## config.mk

```make
export PLATFORM = sky130hd
export DESIGN_NAME = lcd_cmd_arbiter
export DESIGN_NICKNAME = d
export VERILOG_FILES = /design/src/rtl/lcd_pkg.sv /design/src/rtl/lcd_rr_picker.sv /design/src/rtl/lcd_cmd_arbiter.sv
export SDC_FILE = /design/constraint.sdc
export NUM_CORES = 1
export LEC_CHECK = 0
export ABC_AREA = 1
export ABC_CLOCK_PERIOD_IN_PS = 2400
export CAP_MARGIN = 20
export CORE_ASPECT_RATIO = 0.75
export CORE_MARGIN = 1
export CORE_UTILIZATION = 30
export DETAILED_ROUTE_END_ITERATION = 10
export RECOVER_POWER = 25
export SYNTH_ARGS = -nofsm -noshare
export SYNTH_HDL_FRONTEND = slang
export SYNTH_SLANG_ARGS = --single-unit
```

## constraint.sdc

```tcl
create_clock -name clk -period 2.4 [get_ports clk]
set_input_delay 0.48 -clock clk [delete_from_list [all_inputs] [get_ports clk]]
set_output_delay 0.48 -clock clk [all_outputs]
set_load 0.03 [all_outputs]
```

## src/rtl/lcd_pkg.sv

```systemverilog
// Shared definitions for the LCD command arbiter.
// Holds controller command codes, requester op encodings and arbiter FSM states.
package lcd_pkg;

  localparam logic [5:0] LCD_CMD_INIT      = 6'd1;
  localparam logic [5:0] LCD_CMD_CONFIG    = 6'd2;
  localparam logic [5:0] LCD_CMD_SEND_DATA = 6'd3;
  localparam logic [5:0] LCD_CMD_CLEAR     = 6'd4;
  localparam logic [5:0] LCD_CMD_OFF       = 6'd5;

  typedef enum logic [1:0] {
    OP_SEND_DATA = 2'd0,
    OP_CLEAR     = 2'd1,
    OP_ILLEGAL2  = 2'd2,
    OP_ILLEGAL3  = 2'd3
  } req_op_e;

  typedef enum logic [2:0] {
    ST_BOOT      = 3'd0,
    ST_ISSUE     = 3'd1,
    ST_WAIT_DONE = 3'd2,
    ST_RELEASE   = 3'd3,
    ST_IDLE      = 3'd4
  } arb_state_e;

  function automatic logic op_is_legal(input logic [1:0] op);
    return (op == OP_SEND_DATA) || (op == OP_CLEAR);
  endfunction

  function automatic logic [5:0] op_to_cmd(input logic [1:0] op);
    return (op == OP_CLEAR) ? LCD_CMD_CLEAR : LCD_CMD_SEND_DATA;
  endfunction

endpackage

```

## src/rtl/lcd_rr_picker.sv

```systemverilog
// Combinational round-robin picker: the first requester at or after ptr_i wins.
// Produces a one-hot grant and a valid flag.
module lcd_rr_picker #(
  parameter int NREQ = 2,
  parameter int PW   = $clog2(NREQ)
) (
  input  logic [NREQ-1:0] req_i,
  input  logic [PW-1:0]   ptr_i,
  output logic [NREQ-1:0] grant_o,
  output logic            valid_o
);

  logic [PW:0]   sum;
  logic [PW-1:0] idx;
  logic          found;

  // Walk the requesters in priority order, wrapping the index below NREQ.
  always_comb begin
    grant_o = '0;
    found   = 1'b0;
    sum     = '0;
    idx     = '0;
    for (int k = 0; k < NREQ; k++) begin
      sum = {1'b0, ptr_i} + (PW+1)'(k);
      if (sum >= (PW+1)'(NREQ)) begin
        sum = sum - (PW+1)'(NREQ);
      end
      idx = sum[PW-1:0];
      if (!found && req_i[idx]) begin
        grant_o[idx] = 1'b1;
        found        = 1'b1;
      end
    end
    valid_o = found;
  end

endmodule

```

## src/rtl/lcd_cmd_arbiter.sv

```systemverilog
// Shares one LCD 1602A controller between NREQ requesters: boots it with INIT,
// then grants it round-robin while owning the cmd/enable handshake and its watchdogs.
module lcd_cmd_arbiter
  import lcd_pkg::*;
#(
  parameter int NREQ     = 2,
  parameter int BUSY_WIN = 4,
  parameter int TO_W     = 20
) (
  input  logic                clk,
  input  logic                rst_n,
  input  logic [NREQ-1:0]     req,
  input  logic [2*NREQ-1:0]   req_op,
  input  logic [8*NREQ-1:0]   req_data,
  output logic [NREQ-1:0]     ack,
  output logic [NREQ-1:0]     grant,
  output logic                boot_done,
  output logic                err,
  input  logic                err_clr,
  output logic [5:0]          lcd_cmd,
  output logic                lcd_enable,
  output logic [7:0]          lcd_data,
  input  logic                lcd_rdy
);

  localparam int PW = $clog2(NREQ);
  localparam int BW = $clog2(BUSY_WIN + 1);
  localparam logic [BW-1:0]   BUSY_LAST = BW'(BUSY_WIN);
  localparam logic [TO_W-1:0] DONE_MAX  = '1;

  arb_state_e      state_q, state_d;
  logic [BW-1:0]   busy_q, busy_d;
  logic [TO_W-1:0] done_q, done_d;
  logic [PW-1:0]   rr_q, rr_d;
  logic [PW-1:0]   own_q, own_d;
  logic            own_boot_q, own_boot_d;
  logic            tout_q, tout_d;
  logic [NREQ-1:0] ack_q, ack_d;
  logic [NREQ-1:0] grant_q, grant_d;
  logic            boot_done_q, boot_done_d;
  logic            err_q, err_d;
  logic            en_q, en_d;
  logic [5:0]      cmd_q, cmd_d;
  logic [7:0]      data_q, data_d;

  logic [NREQ-1:0] pick_grant;
  logic            pick_valid;
  logic [PW-1:0]   win_idx;
  logic [PW-1:0]   rr_next;
  logic [1:0]      win_op;
  logic [7:0]      win_data;
  logic            go_rel;
  logic            tmo;
  logic            new_err;

  lcd_rr_picker #(
    .NREQ (NREQ),
    .PW   (PW)
  ) u_picker (
    .req_i   (req),
    .ptr_i   (rr_q),
    .grant_o (pick_grant),
    .valid_o (pick_valid)
  );

  always_comb begin
    win_idx = '0;
    for (int i = 0; i < NREQ; i++) begin
      if (pick_grant[i]) begin
        win_idx = PW'(i);
      end
    end
  end

  assign win_op   = req_op[2*win_idx +: 2];
  assign win_data = req_data[8*win_idx +: 8];
  assign rr_next  = (win_idx == PW'(NREQ-1)) ? '0 : win_idx + 1'b1;

  // Next-state logic; every exit into RELEASE funnels through go_rel so ack,
  // boot_done and the enable drop are decided in one place.
  always_comb begin
    state_d     = state_q;
    busy_d      = busy_q;
    done_d      = done_q;
    rr_d        = rr_q;
    own_d       = own_q;
    own_boot_d  = own_boot_q;
    tout_d      = tout_q;
    ack_d       = '0;
    grant_d     = grant_q;
    boot_done_d = boot_done_q;
    cmd_d       = cmd_q;
    data_d      = data_q;
    en_d        = en_q;
    go_rel      = 1'b0;
    tmo         = 1'b0;
    new_err     = 1'b0;

    case (state_q)
      ST_BOOT: begin
        cmd_d      = LCD_CMD_INIT;
        data_d     = '0;
        own_boot_d = 1'b1;
        own_d      = '0;
        busy_d     = '0;
        en_d       = 1'b1;
        state_d    = ST_ISSUE;
      end
      ST_ISSUE: begin
        if (!lcd_rdy) begin
          done_d  = '0;
          state_d = ST_WAIT_DONE;
        end else if (busy_q + 1'b1 == BUSY_LAST) begin
          busy_d = BUSY_LAST;
          go_rel = 1'b1;
          tmo    = 1'b1;
        end else begin
          busy_d = busy_q + 1'b1;
        end
      end
      ST_WAIT_DONE: begin
        if (lcd_rdy) begin
          go_rel = 1'b1;
        end else begin
          done_d = (done_q == DONE_MAX) ? done_q : done_q + 1'b1;
          if (done_d == DONE_MAX) begin
            go_rel = 1'b1;
            tmo    = 1'b1;
          end
        end
      end
      ST_RELEASE: begin
        en_d    = 1'b0;
        state_d = (own_boot_q && tout_q) ? ST_BOOT : ST_IDLE;
      end
      ST_IDLE: begin
        en_d = 1'b0;
        if (pick_valid) begin
          rr_d       = rr_next;
          own_boot_d = 1'b0;
          own_d      = win_idx;
          if (op_is_legal(win_op)) begin
            grant_d = pick_grant;
            cmd_d   = op_to_cmd(win_op);
            data_d  = win_data;
            busy_d  = '0;
            en_d    = 1'b1;
            state_d = ST_ISSUE;
          end else begin
            new_err = 1'b1;
            go_rel  = 1'b1;
          end
        end
      end
      default: begin
        state_d = ST_BOOT;
      end
    endcase

    if (go_rel) begin
      state_d = ST_RELEASE;
      en_d    = 1'b0;
      grant_d = '0;
      tout_d  = tmo;
      if (tmo) begin
        new_err = 1'b1;
      end
      if (own_boot_d) begin
        if (!tmo) begin
          boot_done_d = 1'b1;
        end
      end else begin
        ack_d[own_d] = 1'b1;
      end
    end

    // A fresh error in the same cycle beats err_clr.
    err_d = (err_q & ~err_clr) | new_err;
  end

  always_ff @(posedge clk) begin
    if (!rst_n) begin
      state_q     <= ST_BOOT;
      busy_q      <= '0;
      done_q      <= '0;
      rr_q        <= '0;
      own_q       <= '0;
      own_boot_q  <= 1'b0;
      tout_q      <= 1'b0;
      ack_q       <= '0;
      grant_q     <= '0;
      boot_done_q <= 1'b0;
      err_q       <= 1'b0;
      cmd_q       <= '0;
      data_q      <= '0;
      en_q        <= 1'b0;
    end else begin
      state_q     <= state_d;
      busy_q      <= busy_d;
      done_q      <= done_d;
      rr_q        <= rr_d;
      own_q       <= own_d;
      own_boot_q  <= own_boot_d;
      tout_q      <= tout_d;
      ack_q       <= ack_d;
      grant_q     <= grant_d;
      boot_done_q <= boot_done_d;
      err_q       <= err_d;
      cmd_q       <= cmd_d;
      data_q      <= data_d;
      en_q        <= en_d;
    end
  end

  assign ack        = ack_q;
  assign grant      = grant_q;
  assign boot_done  = boot_done_q;
  assign err        = err_q;
  assign lcd_cmd    = cmd_q;
  assign lcd_enable = en_q;
  assign lcd_data   = data_q;

endmodule

```

======== After elaboration in Yosys (flattened, before gate mapping) ========
Cells that the tools add are included.
W data, S select, Z words.
word-level totals
  bits in registers ....................... 51
  input port bits ......................... 26
  output and inout port bits .............. 21
  logic and storage cells ................. 138
cells by class
  add/subtract/negate cells ............... 6
  order comparisons ....................... 8
  eq/ne operators ......................... 17
  shift operators ......................... 2
  muxes and demuxes ....................... 59
  bitwise logic cells ..................... 8
  reductions and logical operators ........ 23
operators by type and width
  operator                 number
  $mux W20                 3
  $eq A20 B20 Y1 const B   2
  $pmux W20 S2             1
  $mux W1                  27
  $mux W3                  9
  $add A20 B1 Y20 const B  1
  $mux W8                  2
  $pmux W8 S2              1
  $shiftx A16 B5 Y8        1
  $pmux W3 S5              1
  $mux W6                  2
  $ne A2 B2 Y1 const B     6
  $pmux W6 S2              1
  $reduce_and A3 Y1        4
  $reduce_and A4 Y1        3
  $ne A3 B3 Y1 const B     3
  $pmux W3 S3              1
  $eq A3 B2 Y1 const B     2
  $eq A3 B3 Y1 const B     2
  $lt A1 B2 Y1 const B     3
  $mux W2                  3
  $pmux W1 S2              3
  $pmux W1 S3              2
  $reduce_bool A3 Y1       2
  24 further kinds         38

======== Depth between registers and ports, before layout ========
Gate-level depths: netlist (run 1).
  depth in word-level cells ............... 19
  mapped depth ............................ 17
  gate-level depth less buffers ........... 17

======== Hierarchy ========
From an unflattened synthesis (run 1), not the netlist that was laid out.
second synthesis, totals
  cells, all modules ...................... 460
  area, all modules ....................... 2,821.5 um^2
by module, submodules not included
  module           times used  cells an instance  area each (um^2)  seq. area each (um^2)
  lcd_cmd_arbiter  1           454                2,796.4           960.9
  lcd_rr_picker    1           6                  25.0              0.0

======== Least setup slack after synthesis (run 1) ========
OpenSTA, ideal clock, no wires.
  kind .................................... flip-flop to flip-flop
  start point ............................. register done_q[0]
  end point ............................... register boot_done_q, in the netlist boot_done
  setup time .............................. 113 ps
  data arrival time ....................... 1,922 ps
  required time ........................... 2,287 ps
  path slack .............................. 365 ps
  stages on the path, launching flop included .. 16
  buffers on the path ..................... 1
  clock period less this slack ............ 2,035 ps
  path through ............................ dfxtp_1 > ha_1 > nand2_2 > nor2_4 > nand2_4 > nor2_8 > nand2_4 > buf_6 > o21ai_1 > nand2_1 > nor2_2 > nand4_1 > o21bai_1 > inv_2 > nand3_1 > nand2_1
on the way
  longest elaborated chain between the ends .. 8
  elaborated cells on any way between the ends .. 11
  classes of those cells .................. add/sub (1); eq/ne (2); mux (6); bitwise (1); reduce/logical (1)
RTL lines
  item                                               RTL line                source
  start: declaration                                 lcd_cmd_arbiter.sv:33   logic [TO_W-1:0] done_q, done_d;
  start signal: assignment                           lcd_cmd_arbiter.sv:200  done_q <= done_d;
  $add A20 B1 Y20 or $eq A20 B20 Y1 (tied branches)  lcd_cmd_arbiter.sv:125  done_d = (done_q == DONE_MAX) ? done_q : done_q + 1'b1;
  $mux W20 *                                         lcd_cmd_arbiter.sv:125
  $eq A20 B20 Y1 *                                   lcd_cmd_arbiter.sv:126  if (done_d == DONE_MAX) begin
  $mux W1 *                                          lcd_cmd_arbiter.sv:126
  $mux W1                                            lcd_cmd_arbiter.sv:122  if (lcd_rdy) begin
  $pmux W1 S2                                        lcd_cmd_arbiter.sv:99   case (state_q)
  $not A1 Y1 (no source line)                        --
  $reduce_and A3 Y1 (no source line) *               --
  end signal: assignment                             lcd_cmd_arbiter.sv:207  boot_done_q <= boot_done_d;
  end: declaration                                   lcd_cmd_arbiter.sv:40   logic boot_done_q, boot_done_d;
Mark *: on every way between the ends. The rest lies on a longest branch, timed or not.
A chain may end at the register's enable or synchronous reset.

======== Worst setup path in the final report (run 1) ========
  start point ............................. register done_q[1]
  end point ............................... register ack_q[1], in the netlist ack[1]
on the way
  longest elaborated chain between the ends .. 8
  elaborated cells on any way between the ends .. 9
  classes of those cells .................. add/sub (1); eq/ne (2); mux (4); bitwise (1); reduce/logical (1)
RTL lines
  item                                               RTL line                source
  $add A20 B1 Y20 or $eq A20 B20 Y1 (tied branches)  lcd_cmd_arbiter.sv:125
  $mux W20 *                                         lcd_cmd_arbiter.sv:125
  $eq A20 B20 Y1 *                                   lcd_cmd_arbiter.sv:126
  $mux W1 *                                          lcd_cmd_arbiter.sv:126
  $mux W1 *                                          lcd_cmd_arbiter.sv:122
  $pmux W1 S3 *                                      lcd_cmd_arbiter.sv:99
  $not A1 Y1 (no source line) *                      --
  $reduce_or A3 Y1 (no source line) *                --
  end signal: assignment                             lcd_cmd_arbiter.sv:205  ack_q <= ack_d;
  end: declaration                                   lcd_cmd_arbiter.sv:38   logic [NREQ-1:0] ack_q, ack_d;
Marks and branches as above.

==> run_results.csv, run 1 <==
group,metric,value,unit
worst_setup_path,worstSetupPathType,"reg2reg",
synthesis,synth_cell_types,36,
global_routing,antenna_found_initial,0,
drt,via_per_inst,4.59,
synthesis,syn_area,2840,sq um
sta,worst_slack,223,ps
die,core_area,9120,sq um
cts,hold_buffers,0,
synthesis,async_flop_share,0,%
finish,fillCellCount,932,
placement,placed_cell_area,3500,sq um
worst_setup_path,crit_slowest_cell,"dfxtp_1",
worst_hold_path,hp-class,"reg2reg",
finish,areaGrowthSynthToFinish,31.4,%
global_routing,grt_pass1_wl,12.4,mm
sta,drv_slew,0,
worst_setup_path,crit_top_cell,"nand2_2",
worst_setup_path,start_kind,"flop",
synthesis,syn_inst,443,
placement,dp.final_hpwl,5.63,mm
cts,post-cts-setup-buffers,0,
cts,cts_sinks,48,
synthesis,synth_edf_count,0,
global_routing,grtUsageMet2,22.7,%
sta,period_share,90.7,%
synthesis,yosys_warnings,0,
outcome,status,"completed",
die,dieArea,9850,sq um
sta,max_freq,459,MHz
sta,worst_slew_pin_slew,536,ps
worst_setup_path,r2r_slack,220,ps
drt,wl,7.28,mm
worst_hold_path,min_from,"boot_done",
synthesis,ys_seq_elements,48,
worst_setup_path,crit_path_max_fanout,16,
global_routing,grt_use_total,15.5,%
cts,clk-insertion-delay-late,280,ps
worst_hold_path,holdPathEnd,"boot_done",
drt,ant_nets,0,
worst_setup_path,worstPathRequired,2620,ps
finish,diodes,0,
drt,vias,2893,
die,dieWidth,114,um
synthesis,synth_ff_type,"dfxtp_1",
drt,wl_per_cell,11.6,um
finish,layout-drive-gt1-share,12.2,%
cts,tritoncts,"built",
cts,clockRootBuffer,"clkbuf_16",
worst_setup_path,cpPeakStageDelay,370,ps
drt,first_iter_violations,127,
synthesis,syn_area_per_cell,6.40,sq um
global_routing,grt_pass1_vias,2643,
global_routing,met1_usage,23.9,%
drt,drc,0,
worst_setup_path,path_cells,"ha_4 -> nand2_2 -> nor2_4 -> nand2_4 -> nor2_8 -> nand2_8 -> buf_4 -> o21ai_1 -> nand2_1 -> nor2_2 -> nand3_1 -> nand2_2 -> nand2_4 -> nand2_2 -> nand3_2 -> nor2_1",
placement,place_ws,-29.5,ps
sta,setup_violations,0,
worst_setup_path,ff2ff_path_depth,16,
cts,cts_made_buffers,5,
global_routing,gr-total-overflow,0,
sta,hold_viol_final,0,
cts,h-tree-depth,2,
die,start_util,31.1,%
finish,layout.cells.most_common_list,"nand2_1, nor2_1, dfxtp_1",
worst_setup_path,r2r_start,"done_q[1]",
finish,layout.nets,530,
die,dieHeight,86.2,um
worst_setup_path,endpoint_kind,"flop",
worst_setup_path,cp.arrival,2400,ps
die,io_pins,47,
finish,utilization,40.9,%
global_routing,gr-usage-met3,2.17,%
pwr,p_leak,1.60,nW
pwr,pwr_density_cell,664,nW/um^2
pwr,max-vdd-ir-drop,0.000287,V
cts,cts_buffer_depth,2,
worst_hold_path,min_path_cells,2,
drt,firstDrtPassIters,4,
global_routing,grt_max_degree,25,
finish,layout_commonest_cell,"nand2_1",
sta,max_slew_margin,64.0,%
sta,period_minus_slack,2180,ps
placement,gp_congestion,0.819,
synthesis,ys_seq_area_share,33.9,%
die,std_cell_rows,30,
placement,io_buffer_count,43,
worst_setup_path,reg2reg_to,"ack[1]",
finish,fin_area,3730,sq um
global_routing,top_usage_layer,"met1",
run,cap_violations,0,
sta,clock_skew,5.03,ps
cts,clk_pin_slew_worst_paths,70,ps
area by class of cell:
type / count / area (sq um) / share of cell area (%)
Multi-Input combinational cell: 332 / 1660 / 44.4
Clock inverter: 2 / 38.8 / 1.04
Sequential cell: 48 / 962 / 25.8
Inverter: 51 / 191 / 5.14
Tap cell: 128 / 160 / 4.30
Clock buffer: 6 / 139 / 3.73
Timing Repair Buffer: 63 / 581 / 15.6
timing repair:
item                       in CTS  in global routing
hold endpoints to repair        0                  0
setup endpoints to repair       0                 11
gates resized for setup         0                 10
where the power goes:
| group | internal, W | total [W] | switching (W) | leakage, nW |
|---|---|---|---|---|
| Clock | 0.000522 | 0.000817 | 0.000295 | 0.0871 |
| Combinational | 0.000258 | 0.000739 | 0.000482 | 1.13 |
| Sequential | 0.000870 | 0.000919 | 0.0000493 | 0.389 |
how the worst max path moves through the flow:
stage | startpoint | to | cells after the start
floorplan | done_q[0] | boot_done | 15
global placement | req[0] | busy_q[0] | 13
global route | done_q[1] | boot_done | 15
finish | done_q[1] | ack[1] | 16
detailed placement | req[0] | lcd_data[4] | 12
CTS | done_q[0] | grant[0] | 16
state kept, by name, summed over array words and instances, names as in the netlist:
| name | cells |
|---|---|
| ack | 2 |
| boot_done | 1 |
| busy_q | 3 |
| done_q | 20 |
| err | 1 |
| grant | 2 |
| lcd_cmd | 3 |
| lcd_data | 8 |
| lcd_enable | 1 |
| own_boot_q | 1 |
| own_q | 1 |
| rr_q | 1 |
| state_q | 3 |
| tout_q | 1 |
synth_stat cells, drive strengths merged, types with 4 or more instances:
library cell    n  share of area (%)
a21oi          41                7.2
buf             7                1.9
clkbuf          7               0.93
dfxtp          48                 34
inv            50                6.6
nand2         133                 19
nand3          24                4.6
nand4           8                1.8
nor2           72                 11
nor3           10                1.8
o21ai          14                2.6
or4             7                1.9
xnor2           4                1.2
xor2            4                1.2
through the flow:
step	std cells	setup TNS [ps]	total power (W)	hold slack, ps
after detailed placement	622	-69.9	0.00167	447
final	630	0	0.00247	454
after global placement	622	0	0.00166	433
after floorplan	445	0	0.00143	461
after global routing	630	-14.0	0.00264	494
after CTS	630	0	0.00249	459
logic make-up (layout without fill, tap and decap cells):
group | Yosys count | after routing | synth area share [%]
XOR/XNOR | 8 | 8 | 2.47
buffers and inverters | 65 | 122 | 9.62
adder cells (fa/ha/maj) | 3 | 3 | 1.32
AND/OR/NAND/NOR | 255 | 255 | 40.4
other | 1 | 3 | 0.132
flip-flops | 48 | 48 | 33.9
AO/OA/AOI/OAI | 62 | 62 | 11.8
multiplexers | 1 | 1 | 0.353
per-layer routing:
metal	vias to the layer above	routed length, um
met4	0	37
met1	1313	3840
met2	45	3100
met3	2	300
li1	1533	-
met5	-	0
worst max-delay path, delay by kind of cell (launching register included):
family / cells / cell delay, ps
AND/OR/NAND/NOR: 13 / 1310
flip-flops: 1 / 370
buffers and inverters: 1 / 180
adder cells (fa/ha/maj): 1 / 170
AO/OA/AOI/OAI: 1 / 90
Note: power is estimated with default switching activity, not from simulation.
==> run 2: changes to the inputs <==
CELL_PAD_IN_SITES_DETAIL_PLACEMENT = 0   (was not set)
CELL_PAD_IN_SITES_GLOBAL_PLACEMENT = 1   (was not set)
PLACE_DENSITY_LB_ADDON = 0.1   (was not set)
==> run 2 against run 1 <==
Against the previous run:
- clock skew grew 1.9 ps
- clock power is essentially flat
- first-iteration DRC count grew 49%
- sequential cell count is the same
- critical path depth shrank 1
- cell area grew 4.9%
- largest cell class unchanged
==> run_results.csv, run 2 (synthesized netlist as in run 1, its figures left out) <==
group,metric,value,unit
drt,first_iter_violations,189,
drt,via_per_inst,4.59,
worst_setup_path,cp.arrival,2440,ps
global_routing,grt_pass1_wl,13.5,mm
worst_setup_path,worstPathRequired,2590,ps
run,cap_violations,0,
cts,clockRootBuffer,"clkbuf_16",
drt,drc,0,
global_routing,gr-total-overflow,0,
worst_setup_path,r2r_slack,140,ps
finish,utilization,42.9,%
drt,ant_nets,0,
cts,cts_sinks,48,
pwr,p_sw,0.000867,W
sta,hold_viol_final,0,
global_routing,grt_max_degree,30,
die,dieWidth,114,um
worst_setup_path,cpPeakStageDelay,360,ps
placement,placed_cell_area,3610,sq um
cts,cts_buffer_depth,2,
finish,layout-drive-gt1-share,17.1,%
pwr,internal_power,0.00163,W
finish,largest_reg_flops,20,
finish,top_register,"done_q",
global_routing,antenna_found_initial,0,
cts,clk-insertion-delay-late,290,ps
finish,fin_area,3910,sq um
pwr,sw_frac_of_total,34.8,%
worst_hold_path,hp-class,"reg2reg",
drt,firstDrtPassIters,6,
cts,tritoncts,"built",
finish,layout_commonest_cell,"nand2_1",
sta,period_share,94.1,%
sta,fin_tns_setup,0,ps
drt,wl,8.56,mm
placement,gp_congestion,0.763,
worst_setup_path,endpoint_kind,"flop",
die,dieArea,9850,sq um
outcome,status,"completed",
drt,vias,2981,
finish,areaGrowthSynthToFinish,37.8,%
pwr,p_leak,1.66,nW
finish,layout.nets,549,
pwr,combPwrFrac,30.2,%
sta,drv_slew,0,
die,core_area,9120,sq um
pwr,pwr-share-clk,32.8,%
worst_setup_path,crit_slowest_cell,"dfxtp_2",
die,start_util,31.1,%
pwr,p_total,0.00249,W
sta,clock_skew,6.94,ps
cts,clk_pin_slew_worst_paths,70,ps
placement,dp.final_hpwl,6.32,mm
pwr,seq_power_share,37.0,%
global_routing,grt_pass1_vias,2668,
worst_setup_path,start_kind,"flop",
drt,wl_per_cell,13.2,um
sta,period_minus_slack,2260,ps
cts,h-tree-depth,2,
die,dieHeight,86.2,um
die,io_pins,47,
sta,setup_violations,0,
finish,layout.cells.most_common_list,"nand2_1, nor2_1, inv_1",
sta,hold-worst-slack,444,ps
pwr,pwr_density_cell,638,nW/um^2
worst_setup_path,path_cells,"ha_4 -> nand2_2 -> nor2_4 -> nand2_4 -> nor2_8 -> nand2_8 -> buf_12 -> o21ai_2 -> nand3_2 -> nor2_2 -> nand4_1 -> o21bai_1 -> inv_2 -> nand3_1 -> nand2_1",
sta,max_freq,443,MHz
global_routing,grt_use_total,17.6,%
placement,io_buffer_count,43,
cts,cts_made_buffers,5,
worst_setup_path,worstSetupPathType,"reg2reg",
finish,diodes,0,
pwr,max-vdd-ir-drop,0.000420,V
die,std_cell_rows,30,
worst_setup_path,crit_path_max_fanout,14,
-- run 2: worst max-delay path, delay by kind of cell (launching register included) --
| family | cells | cell delay (ps) |
|---|---|---|
| AND/OR/NAND/NOR | 10 | 1100 |
| flip-flops | 1 | 360 |
| AO/OA/AOI/OAI | 2 | 290 |
| buffers and inverters | 2 | 220 |
| adder cells (fa/ha/maj) | 1 | 150 |
-- run 2: layout make-up --
class / count / area (sq um)
fill: 988 / 5210
multi-input combinational: 333 / 1700
sequential: 48 / 966
timing repair buffer: 81 / 722
inverter: 51 / 191
tap: 128 / 160
clock buffer: 5 / 125
clock inverter: 3 / 42.5
-- run 2: power groups by stage --
stage | sequential (W) | clock [W] | combinational [W]
after floorplan | 0.000984 | 0 | 0.000449
after global placement | 0.000937 | 0 | 0.000761
after detailed placement | 0.000939 | 0 | 0.000759
after CTS | 0.000921 | 0.000846 | 0.000760
after global routing | 0.000932 | 0.000875 | 0.000849
final | 0.000923 | 0.000817 | 0.000754
-- run 2: stage by stage --
stage               setup slack, ps  instances
floorplan                       365        445
global placement               31.2        634
detailed placement            -73.1        634
CTS                            41.1        642
global route                  -19.3        649
finish                          142        649
-- run 2: metal layers --
layer	routed length, um	up-vias	global-route usage, %
met2	3280	63	24.2
met5	0	-	0
met4	46	0	3.90
li1	-	1569	-
met1	4760	1345	27.7
met3	473	4	3.29
-- run 2: worst paths after layout --
check	startpoint	end	cells after the start
worst min-delay path	boot_done	boot_done	2
worst min register to register	boot_done	boot_done	2
worst max-delay path	done_q[1]	boot_done	15
worst max register to register	done_q[1]	boot_done	15
-- run 2: timing repair --
| item | in CTS | in global routing |
|---|---|---|
| gates resized for setup | 0 | 22 |
| setup buffers | 0 | 6 |
| hold buffers | 0 | 0 |
| setup endpoints to repair | 0 | 12 |
==> run 3: changes to the inputs <==
SYNTH_HIERARCHICAL = 1   (was not set)
==> run 3 against run 2 <==
Against the previous run:
- clock-buffer cell count rose by 1
- first-iteration DRC count rose by 15%
- worst setup slack improved by 60 ps
- clock skew grew 1.9 ps
- die area is 0.52% lower
- critical endpoint is now ack[1]
- cell count increased by 1.1%
- largest power group unchanged
==> run_results.csv, run 3 <==
group,metric,value,unit
outcome,status,"completed",
cts,cts_sinks,48,
cts,clk_pin_slew_worst_paths,70,ps
global_routing,gr-total-overflow,0,
worst_setup_path,cp.buffers_inverters,0,
worst_setup_path,crit_path_max_fanout,5,
pwr,sw_frac_of_total,34.2,%
placement,dp.final_hpwl,6.43,mm
synthesis,syn_area,2820,sq um
synthesis,ys_seq_area_share,34.1,%
worst_hold_path,min_path_cells,2,
die,core_area,9080,sq um
cts,hold_buffers,0,
worst_setup_path,endpoint_kind,"flop",
cts,clk-insertion-delay-late,300,ps
worst_hold_path,hp-class,"reg2reg",
drt,wl,8.44,mm
pwr,internal_power,0.00165,W
cts,clockRootBuffer,"clkbuf_16",
global_routing,antenna_found_initial,0,
sta,setup_violations,0,
synthesis,synth_ff_type,"dfxtp_1",
synthesis,synth_edf_count,0,
worst_setup_path,cp.depth,14,
synthesis,syn_area_per_cell,6.13,sq um
synthesis,synth_area_leaders,"dfxtp_1, nand2_1, nor2_1",
pwr,pwr-share-clk,33.8,%
worst_setup_path,worstSetupPathType,"reg2reg",
synthesis,synth.most_common_cell,"nand2_1",
sta,hold_viol_final,0,
drt,drc,0,
sta,rsz0062_at_grt,"no",
worst_setup_path,ff2ff_path_depth,14,
worst_setup_path,start_kind,"flop",
placement,place_ws,-102,ps
synthesis,syn_inst,460,
pwr,p_sw,0.000854,W
sta,worst_slack,202,ps
die,std_cell_rows,30,
cts,cts_buffer_depth,2,
worst_setup_path,cpPeakStageDelay,400,ps
finish,areaGrowthSynthToFinish,35.1,%
global_routing,grtUsageMet2,24.2,%
pwr,combPwrFrac,29.8,%
placement,gp_congestion,0.820,
synthesis,synth_largest_area_cell,"dfxtp_1",
die,dieArea,9800,sq um
global_routing,gr-usage-met3,3.67,%
global_routing,grt_pass1_wl,13.8,mm
sta,max_slew_margin,65.3,%
finish,layout-drive-gt1-share,13.4,%
worst_setup_path,cp_top_family,"simple AND/OR/NAND/NOR gates",
drt,wl_per_cell,12.9,um
sta,clock_skew,8.88,ps
sta,worst_slew_pin_slew,517,ps
sta,hold-worst-slack,452,ps
finish,diodes,0,
pwr,p_total,0.00250,W
finish,layout.cells.most_common_list,"nand2_1, nor2_1, inv_1",
drt,firstDrtPassIters,5,
pwr,max-vdd-ir-drop,0.000277,V
drt,first_iter_violations,218,
drt,ant_nets,0,
global_routing,met1_usage,28.8,%
finish,top_register,"done_q",
global_routing,grt_use_total,18.1,%
sta,period_share,91.6,%
worst_setup_path,worstPathRequired,2630,ps
worst_setup_path,crit_slowest_cell,"dfxtp_1",
placement,io_buffer_count,43,
pwr,seq_power_share,36.5,%
finish,layout.nets,556,
synthesis,synth_cell_types,26,
sta,drv_slew,0,
worst_setup_path,r2r_slack,200,ps
global_routing,grt_max_degree,35,
sta,period_minus_slack,2200,ps
global_routing,top_usage_layer,"met1",
drt,via_per_inst,4.58,
die,dieWidth,114,um
die,start_util,31.1,%
cts,tritoncts,"built",
cts,cts_made_buffers,5,
worst_setup_path,path_cells,"nand2_2 -> nor2_4 -> nand2_4 -> nor2_1 -> nand4_1 -> nand3_1 -> nand2_1 -> nor2_1 -> nand3_1 -> nand2_1 -> nand2_2 -> nand2_2 -> nand3_2 -> nor2_1",
synthesis,ys_seq_elements,48,
drt,vias,3002,
worst_setup_path,cp.arrival,2430,ps
pwr,pwr_density_cell,656,nW/um^2
pwr,p_leak,1.63,nW
synthesis,async_flop_share,0,%
global_routing,grt_pass1_vias,2703,
synthesis,synth_top_area_share,34.1,%
sta,max_freq,455,MHz
die,dieHeight,86.0,um
die,io_pins,47,
finish,largest_reg_flops,20,
synthesis,yosys_warnings,6,
cts,h-tree-depth,2,
synthesis,synth_commonest_cells,"nand2_1, nor2_1, inv_1",
run,cap_violations,0,
sta,fin_tns_setup,0,ps
finish,layout_commonest_cell,"nand2_1",
run 3: kinds of logic (layout without fill, tap and decap cells):
family                     after synthesis  after routing  synth area share (%)
and+or+nand+nor                        271            271                  41.1
buffers and inverters                   66            132                  9.22
AOI/OAI and AO/OA                       63             63                  11.7
DFF                                     48             48                  34.1
xor gates and xnor gates                 8              8                  2.48
adders and majority gates                3              3                  1.33
other                                    1              3                 0.133
run 3: per-layer routing:
layer / share of wire (%) / routed length (um)
met1: 57 / 4790
met2: 36 / 3070
met3: 6.1 / 512
met4: 0.81 / 68
met5: 0 / 0
run 3: cell type report:
| class | count | area, sq um |
|---|---|---|
| clock buffers | 6 | 139 |
| clock inverters | 2 | 38.8 |
| fillers | 995 | 5270 |
| inverters | 52 | 195 |
| multi-input cells | 348 | 1660 |
| flip-flops and latches | 48 | 970 |
| well taps | 128 | 160 |
| repair buffers | 72 | 646 |
run 3: worst register-to-register path, cell delays in order, from the launching register on:
cell	delay (ps)
dfxtp_1	400
nand2_2	140
nor2_4	180
nand2_4	90
nor2_1	190
nand4_1	120
nand3_1	130
nand2_1	80
nor2_1	200
nand3_1	150
nand2_1	110
nand2_2	100
nand2_2	110
nand3_2	70
nor2_1	90
run 3: per-stage QoR:
stage | util, % | instances | area [sq um]
2_1_floorplan | - | 462 | 2830
3_3_place_gp | 39.2 | 647 | 3560
3_5_place_dp | 39.2 | 647 | 3560
4_1_cts | 41.3 | 655 | 3750
5_1_grt | 42.0 | 656 | 3810
6_report | 42.0 | 656 | 3810
run 3: power groups by stage:
stage	sequential (W)	clock, W	combinational [W]
after floorplan	0.000961	0	0.000423
after global placement	0.000928	0	0.000736
after detailed placement	0.000927	0	0.000743
after CTS	0.000910	0.000869	0.000746
after global routing	0.000919	0.000906	0.000838
final	0.000912	0.000844	0.000744
run 3: repair_timing:
action | 4_1_cts | 5_1_grt
setup buffers | 0 | 1
resized for setup | 2 | 21
setup endpoints to repair | 5 | 11
pin swaps | 0 | 3
run 3: final timing paths:
check | from | end
setup / recovery | done_q[5] | ack[1]
setup reg to reg | done_q[5] | ack[1]
hold / removal | boot_done | boot_done
hold reg to reg | boot_done | boot_done
